File: src/rtl/btn_event_ctrl.sv
// btn_event_ctrl
//   Front-panel button event scheduler. Each debounced button runs a
//   press / long-press / auto-repeat machine; the resulting events park in
//   a one-deep slot per button and a round-robin arbiter moves them onto a
//   single valid/ready event stream.
//
// Ports
//   clk           system clock, rising edge
//   rst_n         synchronous active-low reset
//   enable        event generation enable (0 flushes FSMs and slots)
//   btn_state     debounced button levels, 1 = pressed
//   evt_valid     event available on evt_btn / evt_type
//   evt_ready     consumer accepts when evt_valid & evt_ready
//   evt_btn       index of the button that produced the event
//   evt_type      00 PRESS, 01 RELEASE, 10 LONG, 11 REPEAT
//   overflow      sticky: an event was dropped because its slot was full
//   clr_overflow  clears overflow (a same-edge drop wins)
module btn_event_ctrl #(
  parameter int               BTN_W         = 2,
  parameter int               CNT_W         = 24,
  parameter logic [CNT_W-1:0] LONG_CYCLES   = 24'd5_000_000,
  parameter logic [CNT_W-1:0] REPEAT_CYCLES = 24'd1_000_000,
  localparam int              N_BTN         = 2**BTN_W
) (
  input  logic             clk,
  input  logic             rst_n,
  input  logic             enable,
  input  logic [N_BTN-1:0] btn_state,
  output logic             evt_valid,
  input  logic             evt_ready,
  output logic [BTN_W-1:0] evt_btn,
  output logic [1:0]       evt_type,
  output logic             overflow,
  input  logic             clr_overflow
);

  localparam logic [1:0] EVT_PRESS   = 2'b00;
  localparam logic [1:0] EVT_RELEASE = 2'b01;
  localparam logic [1:0] EVT_LONG    = 2'b10;
  localparam logic [1:0] EVT_REPEAT  = 2'b11;

  localparam logic [CNT_W-1:0] LONG_LAST = LONG_CYCLES - 1'b1;
  localparam logic [CNT_W-1:0] REP_LAST  = REPEAT_CYCLES - 1'b1;

  typedef enum logic [1:0] {S_IDLE, S_PRESSED, S_HELD} state_t;

  state_t           state_q [N_BTN];
  state_t           state_d [N_BTN];
  logic [CNT_W-1:0] cnt_q   [N_BTN];
  logic [CNT_W-1:0] cnt_d   [N_BTN];
  logic [N_BTN-1:0] prev_q;

  logic [N_BTN-1:0] raise;
  logic [1:0]       raise_type [N_BTN];

  logic [N_BTN-1:0] slot_vld_q;
  logic [N_BTN-1:0] slot_vld_d;
  logic [1:0]       slot_type_q [N_BTN];
  logic [1:0]       slot_type_d [N_BTN];
  logic             drop;

  logic [BTN_W-1:0] rr_q;
  logic             out_free;
  logic             grant_vld;
  logic [BTN_W-1:0] grant_idx;
  logic [BTN_W-1:0] scan_idx;

  // Per-button event machines. Release is checked first so it beats a
  // LONG/REPEAT that would fall on the same edge.
  always_comb begin
    for (int i = 0; i < N_BTN; i++) begin
      state_d[i]    = state_q[i];
      cnt_d[i]      = cnt_q[i];
      raise[i]      = 1'b0;
      raise_type[i] = EVT_PRESS;
      if (!enable) begin
        state_d[i] = S_IDLE;
        cnt_d[i]   = '0;
      end else begin
        case (state_q[i])
          S_IDLE: begin
            if (btn_state[i] && !prev_q[i]) begin
              raise[i]      = 1'b1;
              raise_type[i] = EVT_PRESS;
              state_d[i]    = S_PRESSED;
              cnt_d[i]      = '0;
            end
          end
          S_PRESSED: begin
            if (!btn_state[i]) begin
              raise[i]      = 1'b1;
              raise_type[i] = EVT_RELEASE;
              state_d[i]    = S_IDLE;
              cnt_d[i]      = '0;
            end else if (cnt_q[i] == LONG_LAST) begin
              raise[i]      = 1'b1;
              raise_type[i] = EVT_LONG;
              state_d[i]    = S_HELD;
              cnt_d[i]      = '0;
            end else begin
              cnt_d[i] = cnt_q[i] + 1'b1;
            end
          end
          S_HELD: begin
            if (!btn_state[i]) begin
              raise[i]      = 1'b1;
              raise_type[i] = EVT_RELEASE;
              state_d[i]    = S_IDLE;
              cnt_d[i]      = '0;
            end else if (REPEAT_CYCLES != '0) begin
              if (cnt_q[i] == REP_LAST) begin
                raise[i]      = 1'b1;
                raise_type[i] = EVT_REPEAT;
                cnt_d[i]      = '0;
              end else begin
                cnt_d[i] = cnt_q[i] + 1'b1;
              end
            end
          end
          default: begin
            state_d[i] = S_IDLE;
            cnt_d[i]   = '0;
          end
        endcase
      end
    end
  end

  // Round-robin scan starting just above the last grant; the index wraps
  // naturally in BTN_W bits, and the final step revisits rr itself.
  always_comb begin
    out_free  = !evt_valid || evt_ready;
    grant_vld = 1'b0;
    grant_idx = '0;
    scan_idx  = '0;
    for (int k = 1; k <= N_BTN; k++) begin
      scan_idx = rr_q + k[BTN_W-1:0];
      if (enable && out_free && !grant_vld && slot_vld_q[scan_idx]) begin
        grant_vld = 1'b1;
        grant_idx = scan_idx;
      end
    end
  end

  // Slot update: a grant frees the slot on the same edge, so a new event
  // only overflows when the slot stays occupied.
  always_comb begin
    drop = 1'b0;
    for (int i = 0; i < N_BTN; i++) begin
      slot_vld_d[i]  = slot_vld_q[i];
      slot_type_d[i] = slot_type_q[i];
      if (grant_vld && (grant_idx == i[BTN_W-1:0])) begin
        slot_vld_d[i] = 1'b0;
      end
      if (raise[i]) begin
        if (slot_vld_d[i]) begin
          drop = 1'b1;
        end else begin
          slot_vld_d[i]  = 1'b1;
          slot_type_d[i] = raise_type[i];
        end
      end
      if (!enable) begin
        slot_vld_d[i] = 1'b0;
      end
    end
  end

  // ---- stage boundary: FSM, slot, arbiter and output registers ----
  always_ff @(posedge clk) begin
    if (!rst_n) begin
      for (int i = 0; i < N_BTN; i++) begin
        state_q[i] <= S_IDLE;
        cnt_q[i]   <= '0;
      end
      prev_q     <= '0;
      slot_vld_q <= '0;
      rr_q       <= '1;
      evt_valid  <= 1'b0;
      evt_btn    <= '0;
      evt_type   <= EVT_PRESS;
      overflow   <= 1'b0;
    end else begin
      for (int i = 0; i < N_BTN; i++) begin
        state_q[i] <= state_d[i];
        cnt_q[i]   <= cnt_d[i];
      end
      prev_q     <= enable ? btn_state : '0;
      slot_vld_q <= slot_vld_d;
      if (grant_vld) begin
        evt_valid <= 1'b1;
        evt_btn   <= grant_idx;
        evt_type  <= slot_type_q[grant_idx];
        rr_q      <= grant_idx;
      end else if (evt_ready) begin
        evt_valid <= 1'b0;
      end
      if (drop) begin
        overflow <= 1'b1;
      end else if (clr_overflow) begin
        overflow <= 1'b0;
      end
    end
  end

  // Slot payload carries no reset; it is only meaningful with its valid bit.
  always_ff @(posedge clk) begin
    for (int i = 0; i < N_BTN; i++) begin
      slot_type_q[i] <= slot_type_d[i];
    end
  end

endmodule

File: config.mk
export PLATFORM = sky130hd
export DESIGN_NAME = btn_event_ctrl
export DESIGN_NICKNAME = d
export VERILOG_FILES = /design/src/rtl/btn_event_ctrl.sv
export SDC_FILE = /design/constraint.sdc
export NUM_CORES = 1
export LEC_CHECK = 0
export ABC_AREA = 1
export BUFFER_PORTS_ARGS = -buffer_cell sky130_fd_sc_hd__buf_2
export CORE_ASPECT_RATIO = 1.4
export CORE_UTILIZATION = 63
export CTS_BUF_LIST = sky130_fd_sc_hd__clkbuf_16
export DETAILED_ROUTE_END_ITERATION = 10
export PLACE_DENSITY = 0.8
export SYNTH_ARGS = -nofsm -noshare
export SYNTH_HDL_FRONTEND = slang
export SYNTH_SLANG_ARGS = --single-unit
File: constraint.sdc
create_clock -name clk -period 2.2 [get_ports clk]
set_input_delay 0.11 -clock clk [delete_from_list [all_inputs] [get_ports clk]]
set_output_delay 0.11 -clock clk [all_outputs]
set_load 0.05 [all_outputs]
==> flow_metrics.env <==
export IMPL_area_growth_pct=12.44
export IMPL_finalCriticalPeriod_ns=2.027
export IMPL_yosysWarnings=0
export IMPL_hold_path_class="input pin to flip-flop"
export IMPL_tightest_slew_ns=0.6260
export IMPL_end_kind="flip-flop"
export IMPL_worstPathArrival_ns=2.15
export IMPL_yosysUniqueCellTypes=45
export IMPL_min_to="prev_q[2]"
export IMPL_hpwl_mm=11.85
export IMPL_coreArea_um2=11760
export IMPL_drv_slew=0
export IMPL_cap_viol_max_count=0
export IMPL_dieArea_um2=12510
export IMPL_cts_max_level=4
export IMPL_critPathMaxFanout=5
export IMPL_overflow=0
export IMPL_clk_latency_ns=0.42
export IMPL_grt_pass1_vias=6952
export IMPL_n_antenna_cell=0
export IMPL_critPathKind="flip-flop to flip-flop"
export IMPL_antenna_found_initial=0
export IMPL_cts_buffers=17
export IMPL_final_cell_count_no_fill=1314
export IMPL_dp_cells=1283
export IMPL_rr_startpoint="cnt_q[0][18]"
export IMPL_rr_worst_depth=10
export IMPL_netlist_area_um2=7596
export IMPL_wl_per_cell_um=12.84
export IMPL_switching_power_w=0.002026
export IMPL_fmaxAchievable_mhz=493.4
export IMPL_io_pins=15
export IMPL_first_pass_iters=5
export IMPL_fin_skew_ns=0.01070
export IMPL_swShare_pct=30.47
export IMPL_power_per_cell_area_nw_per_um2=778.6
export IMPL_start_kind="flip-flop"
export IMPL_hold_start="btn_state[2]"
export IMPL_start_util_pct=64.59
export IMPL_die_h_um=131.9
export IMPL_drive_gt1_share_pct=11.14
export IMPL_worst_ir_drop_vdd_uv=511.0
export IMPL_worst_r2r_setup_slack_ns=0.17
export IMPL_numClockSinks=128
export IMPL_status="completed"
export IMPL_path_clk_slew_ns=0.06
export IMPL_ys_seq_area_share_pct=34.79
export IMPL_drt_wl_total_mm=16.87
export IMPL_ys_ff_latch=128
export IMPL_timing_rr_end="slot_type_q[0][0]"
export IMPL_fin_nets=1185
export IMPL_hold_ws_ns=0.02498
export IMPL_syn_avg_cell_area_um2=6.734
export IMPL_remaining_drc_errors=0
export IMPL_fin_crit_sh_pct=92.13
export IMPL_setup_viol=0
export IMPL_via_count=7331
export IMPL_pwr_share_seq_pct=37.6
export IMPL_p_leak_nw=3.158
export IMPL_clkPwrFrac_pct=42.8
export IMPL_grt_pass1_wl_mm=28.52
export IMPL_num_rows=47
export IMPL_crit_required_ns=2.32
export IMPL_initialDrtViolationCount=267
export IMPL_port_buffers=14
export IMPL_cts_path_max_buffers=2
export IMPL_final_antenna_net_count=0
export IMPL_synth_nets=1157
export IMPL_p_int_w=0.004623
export IMPL_fin_util_pct=72.62
export IMPL_synth_cells=1128
export IMPL_finalHoldViolations=0
export IMPL_track_usage_pct=27.84
export IMPL_grt_max_degree=55
export IMPL_root_buffer="clkbuf_16"
export IMPL_die_w_um=94.80
export IMPL_gp_congestion=0.9367
export IMPL_hold_path_depth=3
export IMPL_vias_per_cell=5.579
export IMPL_pwr_share_comb_pct=19.7
export IMPL_cts_tree="done"
export IMPL_slew_headroom_pct=58.27
-- critical path, cell delays in order, from the launching register on --
cell and delay [ns]:
dfxtp_1 0.41, nand2_1 0.13, inv_1 0.13, nand3_1 0.09, nor3_1 0.24, nand4_1 0.15, o21ai_0 0.11, nor2_1 0.06
nor2_1 0.17, inv_1 0.10, a21oi_2 0.15
-- logic make-up after synthesis --
| logic type | count (synthesis) | synth area share (%) |
|---|---|---|
| and+or+nand+nor | 624 | 37.14 |
| AOI/OAI and AO/OA | 150 | 11.25 |
| xor gates and xnor gates | 41 | 4.727 |
| buffers and inverters | 165 | 8.796 |
| adders and majority gates | 20 | 3.294 |
| DFF | 128 | 34.79 |
-- Yosys cell counts, drive strengths merged --
master	n	share of area [%]
nor3	38	2.8
buf	13	1.3
a221oi	1	0.12
nor4	9	0.99
nor3b	5	0.56
o221ai	2	0.23
dfxtp	120	32
xor2	39	4.5
ha	20	3.3
nor2	151	8.1
clkbuf	10	0.49
nand2	278	14
nand4	36	3.0
xnor2	2	0.23
clkinv	2	0.099
or2	14	1.2
nand3	85	5.7
o21ai	33	2.3
a41oi	1	0.12
a31oi	4	0.33
a211oi	8	0.79
o21bai	3	0.30
a21o	1	0.099
o211ai	11	1.1
or3	1	0.082
inv	140	6.9
edfxtp	8	3.2
nand3b	7	0.69
o31ai	3	0.30
o2111ai	1	0.12
a21oi	79	5.2
o22ai	3	0.25
-- placed cells by master (no fill, tap or decap), types with 11 or more instances in the layout --
master     netlist  layout
dfxtp_1        120     115
a21oi_1         79      77
nand3_1         83      81
nor2_1         142     137
buf_4            3      14
nor3_1          33      33
xor2_1          39      39
clkbuf_16        0      18
buf_2            6      14
o211ai_1        11      11
inv_1          132     132
nand4_1         36      36
nand2_1        270     268
o21ai_0         26      25
or2_2           14      14
ha_1            20      19
-- per-layer routing --
metal	GRT usage [%]	wire (um)	vias to the layer above
li1	-	-	3755
met1	32.62	7433	3363
met2	48.28	8345	170
met3	5.190	691	43
met4	12.46	399	0
met5	0	0	-
-- worst max path at each step --
| stage | start | end | slack, ns |
|---|---|---|---|
| final | cnt_q[0][18] | slot_type_q[0][0] | 0.17 |
| after global routing | cnt_q[3][1] | slot_type_q[3][1] | -0.05 |
| after CTS | cnt_q[0][0] | slot_type_q[0][0] | 0.09 |
| after detailed placement | cnt_q[0][0] | slot_type_q[0][1] | 0.10 |
| after global placement | rr_q[1] | slot_type_q[1][0] | 0.19 |
| after floorplan | evt_valid | slot_type_q[0][0] | 0.11 |
-- layout make-up --
cell class                      count  area (um2)
Inverter                          142       535.5
Sequential cell                   128        2649
Tap cell                          147       183.9
Multi-Input combinational cell    835        4353
Clock inverter                     12       141.4
Clock buffer                       18       450.4
Fill cell                        1024        3221
Timing Repair Buffer               32       227.7
-- flip-flops by register name (all words and copies together), names as in the netlist --
register     cells
state_q          8
evt_btn          2
slot_type_q      8
prev_q           4
cnt_q           96
overflow         1
slot_vld_q       4
evt_valid        1
rr_q             2
evt_type         2
-- power by group through the flow --
stage / combinational (W) / sequential [W] / clock (W)
after floorplan: 0.000930 / 0.00264 / 0
after global placement: 0.00124 / 0.00253 / 0
after detailed placement: 0.00125 / 0.00254 / 0
after CTS: 0.00126 / 0.00249 / 0.00287
after global routing: 0.00146 / 0.00251 / 0.00297
final: 0.00131 / 0.00250 / 0.00284
-- metrics by stage --
stage          setup TNS, ns  total power [W]  setup WS (ns)  instance area, um2
2_1_floorplan              0         0.003572         0.1141                7596
3_3_place_gp               0         0.003769         0.1909                7858
3_5_place_dp               0         0.003784         0.1012                7858
4_1_cts                    0         0.006618        0.08942                8459
5_1_grt              -0.1591         0.006934       -0.05098                8541
6_report                   0         0.006650         0.1732                8541
-- repair_timing --
item / 4_1_cts / 5_1_grt
endpoints found under the setup margin: 0 / 40
gates resized for setup: 0 / 25
hold buffers: 1 / 0
hold endpoints to repair: 3 / 0
buffers inserted: 0 / 0
(Power assumes the default switching activity.)
